==> config.mk <==
export PLATFORM = sky130hd
export DESIGN_NAME = gate_cq
export DESIGN_NICKNAME = d
export VERILOG_FILES = /design/src/rtl/gate_cq_pkg.sv /design/src/rtl/gate_cq_fifo.sv /design/src/rtl/gate_cq.sv
export SDC_FILE = /design/constraint.sdc
export NUM_CORES = 1
export LEC_CHECK = 0
export CAP_MARGIN = 20
export CORE_UTILIZATION = 55
export DETAILED_ROUTE_END_ITERATION = 10
export GPL_TIMING_DRIVEN = 0
export PLACE_DENSITY = 0.8
export SETUP_SLACK_MARGIN = 0.5
export SLEW_MARGIN = 10
export SYNTH_ARGS = -nofsm -noshare
export SYNTH_HDL_FRONTEND = slang
export SYNTH_HIERARCHICAL = 1
export SYNTH_SLANG_ARGS = --single-unit
==> constraint.sdc <==
create_clock -name aclk -period 4.7 [get_ports aclk]
set_input_delay 0.47 -clock aclk [delete_from_list [all_inputs] [get_ports aclk]]
set_output_delay 0.47 -clock aclk [all_outputs]
set_load 0.02 [all_outputs]
==> src/rtl/gate_cq_pkg.sv <==
// ============================================================================
// Module   : gate_cq_pkg
// Brief    : Shared types and defaults for the completion-path gateway.
// Revision : 1.0 - initial release
// ============================================================================
`default_nettype none

package gate_cq_pkg;

   localparam int GATE_CQ_PID_BITS     = 6;
   localparam int GATE_CQ_DEST_BITS    = 4;
   localparam int GATE_CQ_STARVE_LIMIT = 4;

   // Default-width view of one completion as seen by the shell.
   typedef struct packed {
      logic                         err;
      logic [GATE_CQ_PID_BITS-1:0]  pid;
      logic [GATE_CQ_DEST_BITS-1:0] dest;
   } cq_entry_t;

   typedef enum logic [0:0] {
      PASS_PRI  = 1'b0,
      ERR_FORCE = 1'b1
   } arb_state_t;

   function automatic int cnt_width(input int n);
      return $clog2(n + 1);
   endfunction

endpackage

`default_nettype wire

==> src/rtl/gate_cq_fifo.sv <==
// ============================================================================
// Module   : gate_cq_fifo
// Brief    : Synchronous FIFO with a registered head stage and full flag.
// Revision : 1.0 - initial release
// ============================================================================
`default_nettype none

module gate_cq_fifo #(
   parameter int WIDTH = 10,
   parameter int DEPTH = 8
) (
   input  logic             aclk,
   input  logic             aresetn,
   input  logic             push,
   input  logic [WIDTH-1:0] push_data,
   input  logic             pop,
   output logic [WIDTH-1:0] head_data,
   output logic             head_valid,
   output logic             full
);

   localparam int               c_AW   = $clog2(DEPTH);
   localparam logic [c_AW:0]    c_ONE  = (c_AW + 1)'(1);
   localparam logic [c_AW:0]    c_FULL = (c_AW + 1)'(DEPTH);

   logic [WIDTH-1:0] r_mem [DEPTH];
   logic [c_AW:0]    r_wr_ptr;
   logic [c_AW:0]    r_rd_ptr;
   logic [c_AW:0]    r_total;
   logic [WIDTH-1:0] r_head;
   logic             r_head_valid;

   logic w_push;
   logic w_pop;
   logic w_mem_nonempty;
   logic w_head_load;

   assign w_push         = push & (r_total != c_FULL);
   assign w_pop          = pop & r_head_valid;
   assign w_mem_nonempty = (r_wr_ptr != r_rd_ptr);
   // A word written this cycle only becomes visible at the head next cycle.
   assign w_head_load    = w_mem_nonempty & (~r_head_valid | w_pop);

   always_ff @(posedge aclk) begin
      if (w_push) begin
         r_mem[r_wr_ptr[c_AW-1:0]] <= push_data;
      end
   end

   always_ff @(posedge aclk or negedge aresetn) begin
      if (!aresetn) begin
         r_wr_ptr     <= '0;
         r_rd_ptr     <= '0;
         r_total      <= '0;
         r_head       <= '0;
         r_head_valid <= 1'b0;
      end else begin
         if (w_push) begin
            r_wr_ptr <= r_wr_ptr + c_ONE;
         end
         if (w_head_load) begin
            r_head       <= r_mem[r_rd_ptr[c_AW-1:0]];
            r_rd_ptr     <= r_rd_ptr + c_ONE;
            r_head_valid <= 1'b1;
         end else if (w_pop) begin
            r_head_valid <= 1'b0;
         end
         if (w_push && !w_pop) begin
            r_total <= r_total + c_ONE;
         end else if (!w_push && w_pop) begin
            r_total <= r_total - c_ONE;
         end
      end
   end

   assign head_data  = r_head;
   assign head_valid = r_head_valid;
   assign full       = (r_total == c_FULL);

endmodule

`default_nettype wire

==> src/rtl/gate_cq.sv <==
// ============================================================================
// Module   : gate_cq
// Brief    : Completion path: forwards memory completions, synthesizes error
//            completions for denied requests, drops unexplained completions.
// Revision : 1.0 - initial release
// ============================================================================
`default_nettype none

module gate_cq
   import gate_cq_pkg::*;
#(
   parameter int PID_BITS     = GATE_CQ_PID_BITS,
   parameter int DEST_BITS    = GATE_CQ_DEST_BITS,
   parameter int DENY_DEPTH   = 8,
   parameter int MAX_OUTST    = 64,
   parameter int STARVE_LIMIT = GATE_CQ_STARVE_LIMIT
) (
   input  logic                             aclk,
   input  logic                             aresetn,
   input  logic                             req_fire,
   input  logic                             deny_valid,
   output logic                             deny_ready,
   input  logic [PID_BITS-1:0]              deny_pid,
   input  logic [DEST_BITS-1:0]             deny_dest,
   input  logic                             s_cq_valid,
   output logic                             s_cq_ready,
   input  logic [PID_BITS-1:0]              s_cq_pid,
   input  logic [DEST_BITS-1:0]             s_cq_dest,
   output logic                             m_cq_valid,
   input  logic                             m_cq_ready,
   output logic [PID_BITS-1:0]              m_cq_pid,
   output logic [DEST_BITS-1:0]             m_cq_dest,
   output logic                             m_cq_err,
   output logic [$clog2(MAX_OUTST+1)-1:0]   outstanding,
   output logic [31:0]                      deny_count,
   output logic [31:0]                      spurious_count,
   output logic                             outst_ovf
);

   localparam int             c_CW   = cnt_width(MAX_OUTST);
   localparam int             c_SW   = cnt_width(STARVE_LIMIT);
   localparam int             c_EW   = PID_BITS + DEST_BITS;
   localparam logic [c_CW-1:0] c_MAX  = c_CW'(MAX_OUTST);
   localparam logic [c_CW-1:0] c_CONE = c_CW'(1);
   localparam logic [c_SW-1:0] c_SLIM = c_SW'(STARVE_LIMIT);
   localparam logic [c_SW-1:0] c_SONE = c_SW'(1);

   arb_state_t        r_state;
   arb_state_t        w_state_nxt;
   logic [c_SW-1:0]   r_starve;
   logic [c_SW-1:0]   w_starve_nxt;
   logic [c_CW-1:0]   r_outst;
   logic [31:0]       r_deny_cnt;
   logic [31:0]       r_spur_cnt;
   logic              r_ovf;
   logic              r_m_valid;
   logic              r_m_err;
   logic [PID_BITS-1:0]  r_m_pid;
   logic [DEST_BITS-1:0] r_m_dest;

   logic              w_cnt_zero;
   logic              w_pass_vld;
   logic              w_err_vld;
   logic              w_load;
   logic              w_grant_pass;
   logic              w_grant_err;
   logic              w_push;
   logic              w_full;
   logic [c_EW-1:0]   w_head;

   gate_cq_fifo #(
      .WIDTH (c_EW),
      .DEPTH (DENY_DEPTH)
   ) u_deny_fifo (
      .aclk       (aclk),
      .aresetn    (aresetn),
      .push       (w_push),
      .push_data  ({deny_pid, deny_dest}),
      .pop        (w_grant_err),
      .head_data  (w_head),
      .head_valid (w_err_vld),
      .full       (w_full)
   );

   assign deny_ready = aresetn & ~w_full;
   assign w_push     = deny_valid & deny_ready;
   assign w_cnt_zero = (r_outst == '0);
   assign w_pass_vld = s_cq_valid & ~w_cnt_zero;
   assign w_load     = ~r_m_valid | m_cq_ready;
   // With nothing outstanding every completion is accepted and dropped.
   assign s_cq_ready = w_cnt_zero | w_grant_pass;

   always_comb begin
      w_grant_pass = 1'b0;
      w_grant_err  = 1'b0;
      w_state_nxt  = r_state;
      w_starve_nxt = r_starve;
      case (r_state)
         PASS_PRI: begin
            if (w_load) begin
               if (w_pass_vld) begin
                  w_grant_pass = 1'b1;
               end else if (w_err_vld) begin
                  w_grant_err = 1'b1;
               end
            end
            if (!w_err_vld || w_grant_err) begin
               w_starve_nxt = '0;
            end else if (w_grant_pass) begin
               w_starve_nxt = r_starve + c_SONE;
            end
            if (w_starve_nxt == c_SLIM) begin
               w_state_nxt = ERR_FORCE;
            end
         end
         ERR_FORCE: begin
            if (w_load && w_err_vld) begin
               w_grant_err  = 1'b1;
               w_state_nxt  = PASS_PRI;
               w_starve_nxt = '0;
            end
         end
         default: begin
            w_state_nxt  = PASS_PRI;
            w_starve_nxt = '0;
         end
      endcase
   end

   always_ff @(posedge aclk or negedge aresetn) begin
      if (!aresetn) begin
         r_state  <= PASS_PRI;
         r_starve <= '0;
      end else begin
         r_state  <= w_state_nxt;
         r_starve <= w_starve_nxt;
      end
   end

   always_ff @(posedge aclk or negedge aresetn) begin
      if (!aresetn) begin
         r_m_valid <= 1'b0;
         r_m_err   <= 1'b0;
         r_m_pid   <= '0;
         r_m_dest  <= '0;
      end else if (w_load) begin
         r_m_valid <= w_grant_pass | w_grant_err;
         if (w_grant_pass) begin
            r_m_err  <= 1'b0;
            r_m_pid  <= s_cq_pid;
            r_m_dest <= s_cq_dest;
         end else if (w_grant_err) begin
            r_m_err  <= 1'b1;
            r_m_pid  <= w_head[c_EW-1:DEST_BITS];
            r_m_dest <= w_head[DEST_BITS-1:0];
         end
      end
   end

   // A pass grant is the only way a completion retires an outstanding request.
   always_ff @(posedge aclk or negedge aresetn) begin
      if (!aresetn) begin
         r_outst    <= '0;
         r_ovf      <= 1'b0;
         r_deny_cnt <= '0;
         r_spur_cnt <= '0;
      end else begin
         if (req_fire && !w_grant_pass && (r_outst != c_MAX)) begin
            r_outst <= r_outst + c_CONE;
         end else if (!req_fire && w_grant_pass) begin
            r_outst <= r_outst - c_CONE;
         end
         if (req_fire && (r_outst == c_MAX)) begin
            r_ovf <= 1'b1;
         end
         if (w_push) begin
            r_deny_cnt <= r_deny_cnt + 32'd1;
         end
         if (s_cq_valid && w_cnt_zero) begin
            r_spur_cnt <= r_spur_cnt + 32'd1;
         end
      end
   end

   assign m_cq_valid     = r_m_valid;
   assign m_cq_err       = r_m_err;
   assign m_cq_pid       = r_m_pid;
   assign m_cq_dest      = r_m_dest;
   assign outstanding    = r_outst;
   assign deny_count     = r_deny_cnt;
   assign spurious_count = r_spur_cnt;
   assign outst_ovf      = r_ovf;

endmodule

`default_nettype wire
# Word-level counts from Yosys, hierarchy flattened

Memories as Yosys holds them, arrays and structs flattened. A register that Yosys moved wholly into a read port is not among the register bits.
Index checks and enable logic that the tools add are counted.

Register bits after elaboration: 101
RAM bits: 80
Bits of input ports: 26
Output and inout port bits: 86
Logic and storage cells: 99
Memories: 1

$add $sub $neg: 9
Eq/ne operators: 7
Mux-type cells: 32
Bitwise operators: 15
Reduce and logical (&&, ||, !) cells: 21

Memory list:

| name              | depth | width | rd ports | clocked after memory_dff | write ports | RTL line           | RTL |
|---|---|---|---|---|---|---|---|
| u_deny_fifo.r_mem | 8     | 10    | 1        | 1                        | 1           | gate_cq_fifo.sv:26 | `logic [WIDTH-1:0] r_mem [DEPTH];` |

Operators by type and width:

| kind                                                               | number |
|---|---|
| 32-bit by 1-bit adder with 32-bit output, second input constant    | 2 |
| 1-bit 2-to-1 mux                                                   | 17 |
| 4-bit 2-to-1 mux                                                   | 4 |
| 7-bit 2-to-1 mux                                                   | 2 |
| 4-bit by 1-bit adder with 4-bit output, second input constant      | 3 |
| 3-bit 2-to-1 mux                                                   | 4 |
| 6-bit 2-to-1 mux                                                   | 2 |
| 1-bit logical AND                                                  | 8 |
| 2-bit nonzero test                                                 | 4 |
| 7-bit by 1-bit adder with 7-bit output, second input constant      | 1 |
| 7-bit == test, second input constant                               | 1 |
| 7-bit logical NOT                                                  | 1 |
| 7-bit != test, second input constant                               | 1 |
| 7-bit by 1-bit subtractor with 7-bit output, second input constant | 1 |
| 1-bit bitwise AND                                                  | 6 |
| 1-bit logical NOT                                                  | 6 |
| 3-bit case mux with 2 select lines                                 | 1 |
| 1-bit NOT                                                          | 5 |
| 4-bit == test, second input constant                               | 1 |
| 4-bit != test                                                      | 1 |
| 4-bit != test, second input constant                               | 1 |
| 1-bit bitwise OR                                                   | 4 |
| 1-bit case mux with 2 select lines                                 | 2 |
| 4-bit by 1-bit subtractor with 4-bit output, second input constant | 1 |
| other kinds (5)                                                    | 5 |

# Logic depth before layout (Yosys ltp)

Gate-level depths: netlist of the first run.

Depth after elaboration: 12
Depth in mapped cells: 15
Gate-level depth less buffers: 13

# Modules after synthesis

The synthesis of the first run kept the hierarchy.

By module, submodules not included:

| module       | times used | cells an instance | area an instance (um^2) | seq. area each (um^2) |
|---|---|---|---|---|
| gate_cq      | 1          | 384               | 4,172.8                 | 2,202.1 |
| gate_cq_fifo | 1          | 230               | 4,149.0                 | 2,977.9 |

# Worst setup path after synthesis of the first run

OpenSTA, ideal clock, no wires.

Path type: flip-flop to flip-flop
From: register r_outst[0], in the netlist outstanding[0]
To: register r_outst[6], in the netlist outstanding[6]
Arrival: 3,443 ps
Required time: 4,571 ps
Path slack: 1,128 ps
Stages on the path, launching flop included: 10
Path buffers: 0
Clock period less this slack: 3,572 ps
Path through: dfrtp_1 or4_4 o41ai_1 o211ai_1 fa_1 a21o_1 a2111o_1 nor4_1 a41o_1 a21oi_1

Longest elaborated chain between the ends: 11
Elaborated cells on any way between the ends: 17
Classes of those cells: add/sub: 2; eq/ne: 1; mux: 6; bitwise: 2; reduce/logical: 6

Ends and longest elaborated chain:

| element                                                | RTL line       | RTL |
|---|---|---|
| start, declared                                        | gate_cq.sv:52  | `logic [c_CW-1:0] r_outst;` |
| start signal, assigned                                 | gate_cq.sv:169 | `r_outst <= r_outst + c_CONE;` |
| start signal, assigned                                 | gate_cq.sv:171 | `r_outst <= r_outst - c_CONE;` |
| 7-bit logical NOT                                      | gate_cq.sv:87  | `assign w_cnt_zero = (r_outst == '0);` |
| 1-bit NOT                                              | gate_cq.sv:88  | `assign w_pass_vld = s_cq_valid & ~w_cnt_zero;` |
| 1-bit bitwise AND                                      | gate_cq.sv:88  |  |
| 1-bit 2-to-1 mux                                       | gate_cq.sv:101 | `if (w_pass_vld) begin` |
| 1-bit 2-to-1 mux                                       | gate_cq.sv:100 | `if (w_load) begin` |
| 1-bit 2-to-1 mux (2 in series)                         | gate_cq.sv:98  | `case (r_state)` |
| 1-bit logical NOT                                      | gate_cq.sv:168 | `if (req_fire && !w_grant_pass && (r_outst != c_MAX)) begin` |
| 1-bit logical AND (2 in series)                        | gate_cq.sv:168 |  |
| 7-bit 2-to-1 mux or 2-bit nonzero test (tied branches) | -              |  |

Parallel ways exist; a longest one is shown, timed or not. The select of a mux whose other input is x is not followed.
A chain may end at the register's enable or synchronous reset.

# Final worst setup path of the first run

From: register r_outst[0], in the netlist outstanding[0]
To: register u_deny_fifo.r_total[3]

Longest elaborated chain between the ends: 11
Elaborated cells on any way between the ends: 13
Classes of those cells: mux: 5; bitwise: 3; reduce/logical: 5

Ends and longest elaborated chain:

| element                                                | RTL line           | RTL |
|---|---|---|
| 7-bit logical NOT (*)                                  | gate_cq.sv:87      |  |
| 1-bit NOT (*)                                          | gate_cq.sv:88      |  |
| 1-bit bitwise AND (*)                                  | gate_cq.sv:88      |  |
| 1-bit 2-to-1 mux (*)                                   | gate_cq.sv:101     |  |
| 1-bit 2-to-1 mux (*)                                   | gate_cq.sv:100     |  |
| 1-bit 2-to-1 mux (*)                                   | gate_cq.sv:98      |  |
| 1-bit case mux with 2 select lines (*)                 | gate_cq.sv:98      |  |
| named net w_grant_err                                  | gate_cq.sv:66      | `logic w_grant_err;` |
| 1-bit bitwise AND (*)                                  | gate_cq_fifo.sv:39 | `assign w_pop = pop & r_head_valid;` |
| 1-bit logical NOT                                      | gate_cq_fifo.sv:68 | `if (w_push && !w_pop) begin` |
| 1-bit logical AND                                      | gate_cq_fifo.sv:68 |  |
| 4-bit 2-to-1 mux or 2-bit nonzero test (tied branches) | -                  |  |
| end signal, assigned                                   | gate_cq_fifo.sv:69 | `r_total <= r_total + c_ONE;` |
| end signal, assigned                                   | gate_cq_fifo.sv:71 | `r_total <= r_total - c_ONE;` |
| end, declared                                          | gate_cq_fifo.sv:29 | `logic [c_AW:0] r_total;` |

The timed path passes the listed nets; every way through them passes the cells marked *. The select of a mux whose other input is x is not followed.

==> metrics.md, run 1 <==
| Metric | Value |
|---|---|
| Status | complete, but fails checks |
| Violated checks | design-rule violations, negative hold slack |
| First-pass GRT wire length | 27.7 mm |
| Synth Instances | 614 |
| Total number of yosys warnings | 6 |
| Syn Nets | 656 |
| Setup Buffers After CTS | 0 |
| Setup crit start kind | register |
| DRT Pass-1 Iters | 8 |
| Crit path cell chain | or4_4, o41a_1, nor2_1, clkbuf_1, nand2_1, ha_1, inv_1, ha_1, a21o_1, a2111oi_0, o31ai_1 |
| Worst r2r path cells | 11 |
| First DRT Iteration DRCs | 334 |
| CP top delay family | compound AO/OA/AOI/OAI gates |
| Synthesized area | 0.00832 sq mm |
| Vias in the first global route | 5534 |
| Critical Path Stages | 11 |
| Initial antenna violation count | 0 |
| Crit share post-route | 0.834 |
| Core Box Area | 0.0146 sq mm |
| F_max | 255 MHz |
| Async set or reset register ratio after synthesis | 0.581 |
| I/O Buffers | 111 |
| Relative slew slack | 0.333 |
| H-tree levels | 4 |
| Reg2reg setup slack | 0.78 ns |
| Max-cap violations | 0 |
| DP HPWL | 12.0 mm |
| Clock Pin Slew Worst Setup and Hold Paths | 0.07 ns |
| Worst path arrival time | 4.22 ns |
| Vias | 5444 |
| Total power | 5.42 mW |
| Hold Path Class | in2async |
| Placed cells | 915 |
| Aggregate global-route resource usage | 0.231 |
| Slowest CP cell | or4_4 |
| Core Util, Final | 0.706 |
| Cts bufs inserted | 17 |
| Initial Util | 0.568 |
| Drc violations | 28 |
| Worst-margin pin slew | 0.997 ns |
| Root buf cell | clkbuf_16 |
| Peak supply drop | 0.317 mV |
| Die span in x | 125 microns |
| Reg-to-reg startpoint | outstanding[0] |
| Wire per inst | 17.9 microns |
| Hold Violations, Final | 11 |
| Most used cell, CP | ha_1 |
| Post-route insts no fill | 946 |
| Bufs and invs on worst path | 2 |
| Critical path type | reg2reg |
| Post-DR vias/cell | 5.75 |
| Unrepaired setup endpoints after global routing | false |
| Final wirelength | 16.9 mm |
| Pleak | 4.11 nW |
| Grt ovf | 0 |
| P per Cell Area | 524 mW/mm^2 |
| Slew Limit Fails | 0 |
| # fillers | 975 |
| Layout area overhead | 24.3% |
| Final ANT Viol Nets | 0 |
| CP Capture Type | register |
| TritonCTS clock tree | built |
| Final min period | 3.92 ns |
| Number of synthesized flops with an enable pin | 80 |
| Fin nets | 793 |
| Io pins | 112 |
| Clock sinks | 191 |
| Seq cells post-synth | 191 |
| RD Place Congestion | 0.830 |
| Primary FF master, synth | dfrtp_1 |
| Layout cells sized above 1 | 0.115 |
| Critical Path Max Stage Delay | 0.62 ns |
| Die area | 0.0156 sq mm |
| Die Height | 125 microns |
| Seq/Total Area, Yosys | 0.622 |
| Min Hold Slack | -0.0129 ns |
| Critical path required time | 5.00 ns |
| Row cnt | 44 |
| Diodes inserted | 0 |
| Endpoints failing setup | 0 |
| Clk buf depth | 2 |
| Clock skew | 0.00803 ns |
| Largest net degree at the start of global routing | 60 |
| Worst skew pair latency | 0.43 ns |
| Yosys cell types | 58 |
| Mean post-synth cell area | 13.6 sq um |
| R2R Path End | u_deny_fifo/r_total[3] |
| Max FO, Critical Path | 11 |
[layout by cell type, fill, tap and decap left out, drive strengths merged, types with 2 or more instances in the layout]
cell type | synthesis | final
dfrtp | 111 | 111
clkdlybuf4s50 | 0 | 110
edfxtp | 80 | 80
nand2 | 77 | 77
xnor2 | 53 | 53
xor2 | 27 | 27
clkbuf | 10 | 27
nor2 | 26 | 26
nand3 | 21 | 21
mux4 | 20 | 20
buf | 12 | 20
o21ai | 18 | 18
nand4 | 17 | 17
inv | 10 | 17
ha | 14 | 14
nor3 | 13 | 13
mux2i | 11 | 11
and3 | 10 | 10
a22oi | 10 | 10
mux2 | 9 | 9
and4 | 8 | 8
nand2b | 6 | 6
a21oi | 6 | 6
nor4 | 6 | 6
nor2b | 4 | 4
a21o | 4 | 4
clkinv | 0 | 4
and2 | 2 | 2
nand4b | 2 | 2
a41o | 2 | 2
fa | 2 | 2
or4 | 2 | 2
o41ai | 2 | 2
clkinvlp | 0 | 2
[metrics by stage]
stage	hold slack [ns]	worst slack, ns	setup TNS, ns	area (sq um)
after floorplan	0.174	1.13	0	8320
after global placement	0.452	-3.22	-368.66	9660
after detailed placement	0.459	0.669	0	9770
after CTS	0.00158	0.639	0	10300
after global routing	0.0286	0.584	0	10300
final	-0.0129	0.782	0	10300
[cells in the mapped netlist, drive strengths merged, types with 11 or more instances]
cell      n  area, sq um
nand4    17          106
buf      12         77.6
nor3     13         65.1
nand3    21          105
mux4     20          450
o21ai    18         93.8
xor2     27          236
xnor2    53          464
mux2i    11          110
dfrtp   111         2780
nand2    77          289
nor2     26         97.6
ha       14          175
edfxtp   80         2400
[per-layer routing]
layer	GRT usage	routed length, microns
met1	0.283	7040
met2	0.398	8530
met3	0.0488	875
met4	0.0976	484
met5	0	0
[report_power, final]
group          switching (mW)  internal (mW)
clock network           0.653          0.695
registers               0.241           2.02
logic                   0.958          0.851
total                    1.85           3.57
[kinds of logic after synthesis]
group	after synthesis	share of synthesized area
flip-flops	191	0.622
buffers and inverters	32	0.0183
adder cells (fa/ha/maj)	16	0.0259
XOR/XNOR	80	0.0842
AND/OR/NAND/NOR	199	0.121
multiplexers	40	0.0795
AO/OA/AOI/OAI	56	0.0489
[flip-flops by register name (all words and copies together), names as in the netlist]
name	cells
outst_ovf	1
u_deny_fifo/head_valid	1
m_cq_dest	4
u_deny_fifo/r_rd_ptr	4
m_cq_err	1
m_cq_pid	6
deny_count	32
outstanding	7
u_deny_fifo/r_mem	80
u_deny_fifo/r_total	4
r_state	1
spurious_count	32
u_deny_fifo/head_data	10
u_deny_fifo/r_wr_ptr	4
r_starve	3
m_cq_valid	1
[layout make-up]
cell class | instances | area [sq um] | share of cell area
Clock buffer | 17 | 425 | 0.0411
Clock inverter | 13 | 129 | 0.0125
Tap cell | 184 | 230 | 0.0223
Inverter | 10 | 37.5 | 0.00363
Timing Repair Buffer | 118 | 1200 | 0.116
Buffer | 22 | 115 | 0.0111
Sequential cell | 191 | 5180 | 0.501
Multi-Input combinational cell | 391 | 3020 | 0.292
[worst max path at each step]
| stage | from | endpoint |
|---|---|---|
| after floorplan | outstanding[0] | outstanding[6] |
| after global placement | aresetn | u_deny_fifo/r_mem[0][5] |
| after detailed placement | outstanding[0] | outstanding[6] |
| after CTS | outstanding[0] | outstanding[6] |
| after global routing | outstanding[0] | u_deny_fifo/r_total[3] |
| final | outstanding[0] | u_deny_fifo/r_total[3] |
[worst reg2reg max path: stages (launching register included)]
cell and delay (ns):
dfrtp_1 0.48, or4_4 0.62, o41a_1 0.38, nor2_1 0.21, clkbuf_1 0.43, nand2_1 0.13, ha_1 0.25, inv_1 0.17
ha_1 0.26, a21o_1 0.21, a2111oi_0 0.47, o31ai_1 0.16
[repair_timing]
action / 4_1_cts / 5_1_grt
gates resized for setup: 0 / 1
hold endpoints to repair: 0 / 0
setup endpoints to repair: 0 / 1
hold buffers: 0 / 0
(Power assumes the default switching activity.)
==> run 2: changes to the inputs <==
CORE_UTILIZATION = 50   (was 55)
PLACE_DENSITY = 0.77   (was 0.8)
clock period = 3.2 ns   (was 4.7 ns; I/O delays follow)
==> run 2 against run 1 <==
Effect of this change:
- the flow finishes with violations (negative hold slack)
- cell count up 6.9%
- non-clock buffer count up 31
- core utilization down 2.6 points
- highest routed layer unchanged
==> metrics.md, run 2 (synthesis results as in run 1) <==
| Metric | Value |
|---|---|
| Critical path type | reg2reg |
| RD Place Congestion | 0.814 |
| Critical path required time | 3.51 ns |
| Initial Util | 0.518 |
| Core Util, Final | 0.680 |
| H-tree levels | 4 |
| Layout cells sized above 1 | 0.191 |
| Fin nets | 824 |
| DRT Pass-1 Iters | 4 |
| Die area | 0.0172 sq mm |
| Unrepaired setup endpoints after global routing | true |
| Crit share post-route | 0.996 |
| Vias | 5473 |
| Total power | 8.53 mW |
| Max FO, Critical Path | 8 |
| Max-cap violations | 0 |
| Row cnt | 46 |
| Initial antenna violation count | 0 |
| Die Height | 131 microns |
| Clock skew | 0.0110 ns |
| Cts hold-fix bufs | 3 |
| Most common library cell in the layout ignoring fill and taps | clkdlybuf4s50_1 |
| Vias in the first global route | 5522 |
| TritonCTS clock tree | built |
| First-pass GRT wire length | 28.3 mm |
| Final wirelength | 18.2 mm |
| Violated checks | negative hold slack |
| Post-route setup slack | 0.0114 ns |
| Aggregate global-route resource usage | 0.222 |
| Status | complete, but fails checks |
| Most frequent cells in the layout | clkdlybuf4s50_1 (109), dfrtp_1 (107), edfxtp_1 (80) |
| Hold Violations, Final | 86 |
| Final min period | 3.19 ns |
| Root buf cell | clkbuf_16 |
| Fin Setup TNS | 0 ns |
| Clock sinks | 191 |
| Worst path arrival time | 3.50 ns |
| Endpoints failing setup | 0 |
| Clk buf depth | 2 |
| F_max | 314 MHz |
| Setup crit start kind | register |
| I/O Buffers | 111 |
| Post-route cell area | 0.0109 sq mm |
| Worst-margin pin slew | 0.957 ns |
| Clock Pin Slew Worst Setup and Hold Paths | 0.07 ns |
| Grt ovf | 0 |
| Final ANT Viol Nets | 0 |
| P per Cell Area | 781 mW/mm^2 |
| DP Worst Slack | -0.356 ns |
| Cts bufs inserted | 17 |
| Core Box Area | 0.0161 sq mm |
| Hold Path Class | in2async |
| Diodes inserted | 0 |
| Layout area overhead | 31.2% |
| Die span in x | 131 microns |
| Max reg flops | 80 |
| Peak supply drop | 0.518 mV |
| Worst skew pair latency | 0.43 ns |
| Slew Limit Fails | 0 |
| Min Hold Slack | -0.0963 ns |
| Relative slew slack | 0.362 |
| Pleak | 4.33 nW |
| Post-DP Area | 0.00991 sq mm |
| Drc violations | 0 |
| Largest net degree at the start of global routing | 89 |
| Post-DR vias/cell | 5.41 |
| Wire per inst | 18.0 microns |
| First DRT Iteration DRCs | 262 |
| DP HPWL | 12.5 mm |
| Io pins | 112 |
| CP Capture Type | register |
-- run 2: changes by cell type in the layout (fill, tap and decap cells not counted), sizes merged --
cell,previous run,this run
buf,20,51
bufinv,0,2
clkbuf,27,30
clkdlybuf4s50,110,109
clkinv,4,5
clkinvlp,2,4
dlygate4sd3,0,1
inv,17,11
-- run 2: worst paths after layout --
path                                     start                 endpoint  slack, ns  depth (start not counted)
worst min-delay path                   aresetn           outstanding[0]       -0.1                          2
worst min register to register     m_cq_pid[0]              m_cq_pid[0]       0.48                          2
max in group asynchronous              aresetn  u_deny_fifo/r_wr_ptr[1]       2.52                          4
worst max register to register  outstanding[0]           outstanding[6]       0.01                         10
min in group aclk                  m_cq_pid[0]              m_cq_pid[0]       0.48                          2
worst max-delay path            outstanding[0]           outstanding[6]       0.01                         10
-- run 2: timing repair --
item                                   CTS  global route
endpoints found under the hold margin   25            86
buffers inserted                        10            19
resized for setup                       14            24
cloned                                   0             1
setup endpoints to repair               49            48
pin swaps                                6             6
-- run 2: stage by stage --
step	hold slack, ns	instances
final	-0.0963	1011
after global routing	-0.0702	1011
after CTS	-0.0817	991
after detailed placement	0.200	946
after global placement	0.458	941
after floorplan	0.0244	614
-- run 2: layout make-up --
cell class                 instances  area, sq um
sequential                       191         5180
fill                            1073         5140
multi-input combinational        391         3230
timing repair buffer             149         1460
clock buffer                      20          468
tap                              216          270
clock inverter                    12          134
buffer                            22          133
inverter                          10         46.3
-- run 2: where the power goes --
group / switching, mW / internal (mW) / leakage [nW]
clock: 0.918 / 1.22 / 0.288
combinational: 1.59 / 1.48 / 1.90
sequential: 0.345 / 2.97 / 2.15
-- run 2: critical path, stage by stage (launching register included) --
cell	delay [ns]
dfrtp_2	0.41
or4_4	0.58
o41ai_4	0.33
o211ai_1	0.14
buf_4	0.20
fa_2	0.35
a21o_1	0.21
a2111o_1	0.45
nor4_4	0.20
a41o_1	0.13
a21oi_1	0.06
-- run 2: routing by layer --
metal	up-vias	global-route usage	wire, microns
met5	-	0	0
met1	2731	0.277	7580
li1	2586	-	-
met3	14	0.0537	1040
met4	0	0.0818	166
met2	142	0.375	9380
